### src/rtl/seg7_pkg.sv
// Shared constants and hex decode for the seven-segment scan driver.
// Segment patterns are active-low, ordered {g,f,e,d,c,b,a}.
package seg7_pkg;

  localparam logic [6:0] SEG_BLANK = 7'h7F;

  // Entry n holds the glyph for hex digit n
  localparam logic [15:0][6:0] HEX_SEG = {
    7'h0E, 7'h06, 7'h21, 7'h46,
    7'h03, 7'h08, 7'h10, 7'h00,
    7'h78, 7'h02, 7'h12, 7'h19,
    7'h30, 7'h24, 7'h79, 7'h40
  };

  function automatic logic [6:0] hex_to_seg7(
    input logic [3:0] nibble
  );
    return HEX_SEG[nibble];
  endfunction

endpackage

### src/rtl/seg7_scan_driver_if.sv
// Display-side bundle: captured digit data in, multiplexed drive out.
// The driver uses the slave view; the upstream/board side uses master.
interface seg7_scan_driver_if #(
  parameter int DIGITS = 4
);

  logic [4*DIGITS-1:0] value;
  logic [DIGITS-1:0]   dp_in;
  logic [DIGITS-1:0]   digit_en;
  logic [DIGITS-1:0]   an;
  logic [6:0]          seg;
  logic                dp;
  logic                frame_start;

  modport master (
    output value,
    output dp_in,
    output digit_en,
    input  an,
    input  seg,
    input  dp,
    input  frame_start
  );

  modport slave (
    input  value,
    input  dp_in,
    input  digit_en,
    output an,
    output seg,
    output dp,
    output frame_start
  );

endinterface

### src/rtl/seg7_scan_driver_hex_to_seg7.sv
// Combinational hex nibble to active-low seven-segment glyph.
// Single shared decoder; the caller muxes the nibble in.
module hex_to_seg7
  import seg7_pkg::*;
(
  input  logic [3:0] nibble,
  output logic [6:0] segments
);

  assign segments = seg7_pkg::hex_to_seg7(nibble);

endmodule

### src/rtl/seg7_scan_driver.sv
// Time-multiplexed common-anode seven-segment driver with per-frame
// capture, blanking gap between digits and optional leading-zero blank.
module seg7_scan_driver
  import seg7_pkg::*;
#(
  parameter int DIGITS       = 4,
  parameter int REFRESH_BITS = 16,
  parameter int BLANK_CYCLES = 4,
  parameter int LZ_BLANK     = 0
) (
  input logic mainClock,
  input logic reset,
  seg7_scan_driver_if.slave bus
);

  localparam int IW = (DIGITS > 1) ? $clog2(DIGITS) : 1;

  localparam logic [IW-1:0] IDX_LAST =
    IW'(DIGITS - 1);

  localparam logic [REFRESH_BITS-1:0] BLANK_P =
    REFRESH_BITS'(BLANK_CYCLES);

  localparam logic [DIGITS-1:0] ONE_HOT0 =
    DIGITS'(1);

  generate
    if (DIGITS < 2 || DIGITS > 8) begin : gBadDigits
      $error("DIGITS must be in 2..8");
    end
    if (BLANK_CYCLES < 1 ||
        BLANK_CYCLES >= (1 << REFRESH_BITS)) begin : gBadBlank
      $error("BLANK_CYCLES out of range");
    end
  endgenerate

  logic [REFRESH_BITS-1:0] p;
  logic [REFRESH_BITS-1:0] pNext;
  logic [IW-1:0]           idx;
  logic [IW-1:0]           idxNext;
  logic                    frameWrap;

  logic [4*DIGITS-1:0] shValue;
  logic [4*DIGITS-1:0] shValueNext;
  logic [DIGITS-1:0]   shDp;
  logic [DIGITS-1:0]   shDpNext;
  logic [DIGITS-1:0]   shEn;
  logic [DIGITS-1:0]   shEnNext;

  logic [3:0]        nibble;
  logic [6:0]        decSeg;
  logic              showNext;
  logic              leadZero;
  logic [DIGITS-1:0] anNext;
  logic [6:0]        segNext;
  logic              dpNext;

  logic [DIGITS-1:0] anQ;
  logic [6:0]        segQ;
  logic              dpQ;
  logic              frameStartQ;

  always_comb begin
    pNext     = p + 1'b1;
    idxNext   = idx;
    frameWrap = 1'b0;
    if (p == '1) begin
      if (idx == IDX_LAST) begin
        idxNext   = '0;
        frameWrap = 1'b1;
      end else begin
        idxNext = idx + 1'b1;
      end
    end
  end

  // Capture only at frame wrap so a frame never mixes two values
  assign shValueNext = frameWrap ? bus.value    : shValue;
  assign shDpNext    = frameWrap ? bus.dp_in    : shDp;
  assign shEnNext    = frameWrap ? bus.digit_en : shEn;

  assign nibble = shValueNext[{idxNext, 2'b00} +: 4];

  hex_to_seg7 uDecode (
    .nibble   (nibble),
    .segments (decSeg)
  );

  assign showNext = (pNext >= BLANK_P);

  // Digit and everything above it zero; digit 0 always shown
  assign leadZero = (LZ_BLANK != 0) &&
                    (idxNext != '0) &&
                    ((shValueNext >> {idxNext, 2'b00}) == '0);

  always_comb begin
    anNext  = '1;
    segNext = SEG_BLANK;
    dpNext  = 1'b1;
    if (showNext) begin
      if (shEnNext[idxNext]) begin
        anNext = ~(ONE_HOT0 << idxNext);
      end
      segNext = leadZero ? SEG_BLANK : decSeg;
      dpNext  = ~shDpNext[idxNext];
    end
  end

  always_ff @(posedge mainClock or posedge reset) begin
    if (reset) begin
      p           <= '0;
      idx         <= '0;
      shValue     <= '0;
      shDp        <= '0;
      shEn        <= '0;
      anQ         <= '1;
      segQ        <= SEG_BLANK;
      dpQ         <= 1'b1;
      frameStartQ <= 1'b0;
    end else begin
      p           <= pNext;
      idx         <= idxNext;
      shValue     <= shValueNext;
      shDp        <= shDpNext;
      shEn        <= shEnNext;
      anQ         <= anNext;
      segQ        <= segNext;
      dpQ         <= dpNext;
      frameStartQ <= frameWrap;
    end
  end

  assign bus.an          = anQ;
  assign bus.seg         = segQ;
  assign bus.dp          = dpQ;
  assign bus.frame_start = frameStartQ;

endmodule

### src/flat_wrapper.sv
// flat-port wrapper written by rule: the top's interface ports become plain ports
module seg7_scan_driver_flat import seg7_pkg::*;
#(
  parameter int DIGITS       = 4,
  parameter int REFRESH_BITS = 16,
  parameter int BLANK_CYCLES = 4,
  parameter int LZ_BLANK     = 0
)
  (mainClock, reset, bus_value, bus_dp_in, bus_digit_en, bus_an, bus_seg, bus_dp, bus_frame_start);
  seg7_scan_driver_if #(.DIGITS(DIGITS)) bus_i ();
  input logic mainClock;
  input logic reset;
  input wire logic [$bits(bus_i.value)-1:0] bus_value;
  input wire logic [$bits(bus_i.dp_in)-1:0] bus_dp_in;
  input wire logic [$bits(bus_i.digit_en)-1:0] bus_digit_en;
  output wire logic [$bits(bus_i.an)-1:0] bus_an;
  output wire logic [$bits(bus_i.seg)-1:0] bus_seg;
  output wire logic [$bits(bus_i.dp)-1:0] bus_dp;
  output wire logic [$bits(bus_i.frame_start)-1:0] bus_frame_start;
  assign bus_i.value = bus_value;
  assign bus_i.dp_in = bus_dp_in;
  assign bus_i.digit_en = bus_digit_en;
  assign bus_an = bus_i.an;
  assign bus_seg = bus_i.seg;
  assign bus_dp = bus_i.dp;
  assign bus_frame_start = bus_i.frame_start;
  seg7_scan_driver #(.DIGITS(DIGITS), .REFRESH_BITS(REFRESH_BITS), .BLANK_CYCLES(BLANK_CYCLES), .LZ_BLANK(LZ_BLANK)) u_core (.mainClock(mainClock), .reset(reset), .bus(bus_i));
endmodule
### config.mk
export PLATFORM = sky130hd
export DESIGN_NAME = seg7_scan_driver_flat
export DESIGN_NICKNAME = d
export VERILOG_FILES = /design/src/rtl/seg7_pkg.sv /design/src/rtl/seg7_scan_driver_if.sv /design/src/rtl/seg7_scan_driver_hex_to_seg7.sv /design/src/rtl/seg7_scan_driver.sv /design/src/flat_wrapper.sv
export SDC_FILE = /design/constraint.sdc
export NUM_CORES = 1
export LEC_CHECK = 0
export CORE_MARGIN = 2
export CORE_UTILIZATION = 58
export DETAILED_ROUTE_END_ITERATION = 10
export GPL_ROUTABILITY_DRIVEN = 0
export GPL_TIMING_DRIVEN = 0
export PLACE_DENSITY = 0.82
export SETUP_SLACK_MARGIN = 0.05
export SKIP_CTS_REPAIR_TIMING = 1
export SYNTH_ARGS = -nofsm -noshare
export SYNTH_HDL_FRONTEND = slang
export SYNTH_SLANG_ARGS = --single-unit
### constraint.sdc
create_clock -name mainClock -period 6.15 [get_ports mainClock]
set_input_delay 1.23 -clock mainClock [delete_from_list [all_inputs] [get_ports mainClock]]
set_output_delay 1.23 -clock mainClock [all_outputs]
set_load 0.03 [all_outputs]
==> results.toml <==
[run_status]
status = "finished, final reports clean"

[critical_path]
critPathMaxFanout = 10
path_class = "flop to flop"
startpoint_type = "flop"
critPathArrivalTime_ns = 4.02
crit_slowest_cell = "or4_1"
reg2reg_to = "u_core.bus.seg[0]"
critical-path-top-delay-family = "simple AND/OR/NAND/NOR gates"
r2r_setup_slack_ns = 2.37
slowest_delay_ns = 0.53
path_cells = "ha_1 > nand3_2 > nor3_4 > nand3_4 > buf_2 > buf_2 > mux2_2 > mux2i_1 > mux2i_1 > inv_1 > ha_1 > or4_1 > o311a_1"
critPathBufInv = 3
reg2regPathDepth = 13
cp_data_required_time_ns = 6.39
cp-end-kind = "flop"
worstReg2RegStart = "u_core.p[0]"

[detailed_routing]
via_count = 1880
post_drt_wl_per_cell_um = 14.2
drtPass1Iterations = 4
drc = 0
drt-total-wl_um = 4770
via_per_inst = 5.58
drt_iter0_markers = 128
route.antenna.remaining_nets = 0

[logic_synthesis]
yosys.cell_types.count = 37
synth_fa_ha_area_share_pct = 3.66
synthSimpleGateAreaFrac_pct = 15.2
syn_area_mm2 = 0.00273
synthArstFlopShare_pct = 100
syn_avg_cell_area_um2 = 11.5
synth_mux_area_share_pct = 16.5
yosys_warnings = 0
synth_compound_area_share_pct = 4.81
synth_enable_flop_cells = 0
synth_top_family_by_area = "multiplexers"
synth-seq-cells = 55
synthCells = 238
synth_seq_area_share_pct = 50.9
synth-main-ff-cell = "dfrtp_1"
syn_nets = 272
synth_xor_area_share_pct = 5.77

[finish]
final_nets = 318
layout_common_cells = "43 x dfrtp_1, 41 x nand2_1, 38 x clkdlybuf4s50_1"
fillers = 329
diodes = 0
final_layout_size_suffix_gt1_share_pct = 17.9
syn2layout_area_growth_pct = 20.1
layout_commonest_cell = "dfrtp_1"
regArea_mm2 = 0.00139
multi_input_area_mm2 = 0.00126
post-route-util_pct = 73.8

[sta]
fin_crit_ns = 3.78
skew_ns = 0.00621
maxSlewHeadroom_pct = 50.4
worst_pin_slew_ns = 0.739
finalSetupTns_ns = 0
final.setup.worst_slack_ns = 2.37
grt_setup_unrepaired = "no"
finalCritPeriodShare_pct = 61.4
maxSlewViolCount = 0
setup_viol = 0
fmax_mhz = 265
hold_viol_final = 0

[clock_tree]
clockBufferDepth = 2
path_clk_slew_ns = 0.09
cts_tree = "yes"
cts.sinks = 55
htree_levels = 2
clock-root-buffer = "clkbuf_8"
clk_latency_ns = 0.31
cts_buffers = 5

[power]
clockPowerShare_pct = 30.1
p_int_w = 0.000487
power.net_switching_w = 0.000147
p_sw_share_pct = 23.3
power_frac_seq_pct = 59.3
peakVddDrop_mv = 0.129
p_leak_nw = 1.55
combPwrFrac_pct = 10.6
p_per_area_mw_per_mm2 = 193

[min_path]
hp-class = "flop to flop"
hp-start = "u_core.shEn[1]"
min_path_cells = 1
whs_endpoint = "u_core.bus.an[1]"

[floorplan]
core_area_mm2 = 0.00444
chipWidth_um = 72.6
start_util_pct = 61.5
die_h_um = 72.6
ioPinCount = 39
rows = 24
dieArea_mm2 = 0.00528

[placement]
pre_cts_slack_ns = 2.38
port-buffer-count = 38
hpwl_um = 3530

[grt]
antenna_found_initial = 0
grt_pass1_vias = 1765
gr-max-usage-layer = "met2"
grt_pass1_wl_um = 8070
grt_max_degree = 33
grt_util_met3_pct = 5.11
met2_usage_pct = 29.7
met1_usage_pct = 28.4
overflow = 0
grt_usage_pct = 20.1

[flow_run]
maxCapViolCount = 0
## how the worst max path moves through the flow
stage / start / end / slack [ns] / cells past startpoint
floorplan: u_core.p[0] / u_core.bus.seg[0] / 2.89 / 13
global placement: u_core.p[0] / u_core.bus.seg[0] / 2.48 / 13
detailed placement: u_core.p[0] / u_core.bus.seg[0] / 2.38 / 13
CTS: u_core.p[0] / u_core.bus.seg[0] / 2.37 / 13
global route: u_core.p[0] / u_core.bus.seg[0] / 2.11 / 13
finish: u_core.p[0] / u_core.bus.seg[0] / 2.37 / 13
## per-stage QoR
| step | hold slack (ns) | std cells | total power, W | area, µm² |
|---|---|---|---|---|
| 6_report | 0.431 | 337 | 0.000634 | 3280 |
| 5_1_grt | 0.457 | 337 | 0.000659 | 3280 |
| 4_1_cts | 0.441 | 337 | 0.000641 | 3280 |
| 3_5_place_dp | 0.425 | 329 | 0.000451 | 3200 |
| 3_3_place_gp | 0.431 | 328 | 0.000448 | 3180 |
| 2_1_floorplan | 0.390 | 238 | 0.000419 | 2730 |
## final cells by class
cell class / instances / area share (%)
plain buffers: 7 / 0.991
clock buffers: 5 / 2.10
clock inverters: 3 / 0.457
inverters: 14 / 1.60
multi-input cells: 162 / 38.3
flip-flops and latches: 55 / 42.4
well taps: 52 / 1.98
repair buffers: 39 / 12.2
## routing by layer
metal | part of all wire, % | up-vias
li1 | - | 915
met1 | 47 | 902
met2 | 46 | 56
met3 | 5.3 | 7
met4 | 1.6 | 0
met5 | 0 | -
## Yosys cell counts, drive strengths merged (2+ instances only)
cell type / instances / area (µm²)
nor4: 2 / 12.5
o211ai: 2 / 15.0
a21boi: 2 / 15.0
mux2: 16 / 184
ha: 8 / 100
nand3: 10 / 67.6
nor2: 8 / 30.0
xnor2: 12 / 105
nand2: 42 / 160
mux2i: 23 / 268
xor2: 6 / 52.6
and3: 4 / 25.0
dfstp: 12 / 315
clkbuf: 2 / 7.51
dfrtp: 43 / 1080
or4: 2 / 15.0
o31ai: 2 / 15.0
nor3: 4 / 31.3
inv: 13 / 48.8
o221ai: 5 / 43.8
buf: 5 / 25.0
nand4: 7 / 58.8
## cells by family (layout without fill, tap and decap cells)
kind of cell,Yosys count,in the layout
compound gates,16,16
flops,55,55
xor+xnor,18,18
buf+inv,21,68
mux,39,39
fa+ha+maj,8,8
simple gates,81,81
## flip-flops by register name, indices dropped and copies added (netlist names)
signal,cells
u_core.shValue,16
u_core.p,16
u_core.shDp,4
u_core.bus.an,4
u_core.bus.frame_start,1
u_core.shEn,4
u_core.bus.dp,1
u_core.bus.seg,7
u_core.idx,2
## power by group through the flow
| stage | sequential (W) | clock [W] | combinational, W |
|---|---|---|---|
| floorplan | 0.000392 | 0 | 0.0000272 |
| finish | 0.000376 | 0.000191 | 0.0000674 |
| CTS | 0.000376 | 0.000196 | 0.0000684 |
| global placement | 0.000383 | 0 | 0.0000653 |
| detailed placement | 0.000383 | 0 | 0.0000683 |
| global route | 0.000377 | 0.000209 | 0.0000735 |
Power figures use the tool's default switching activity.
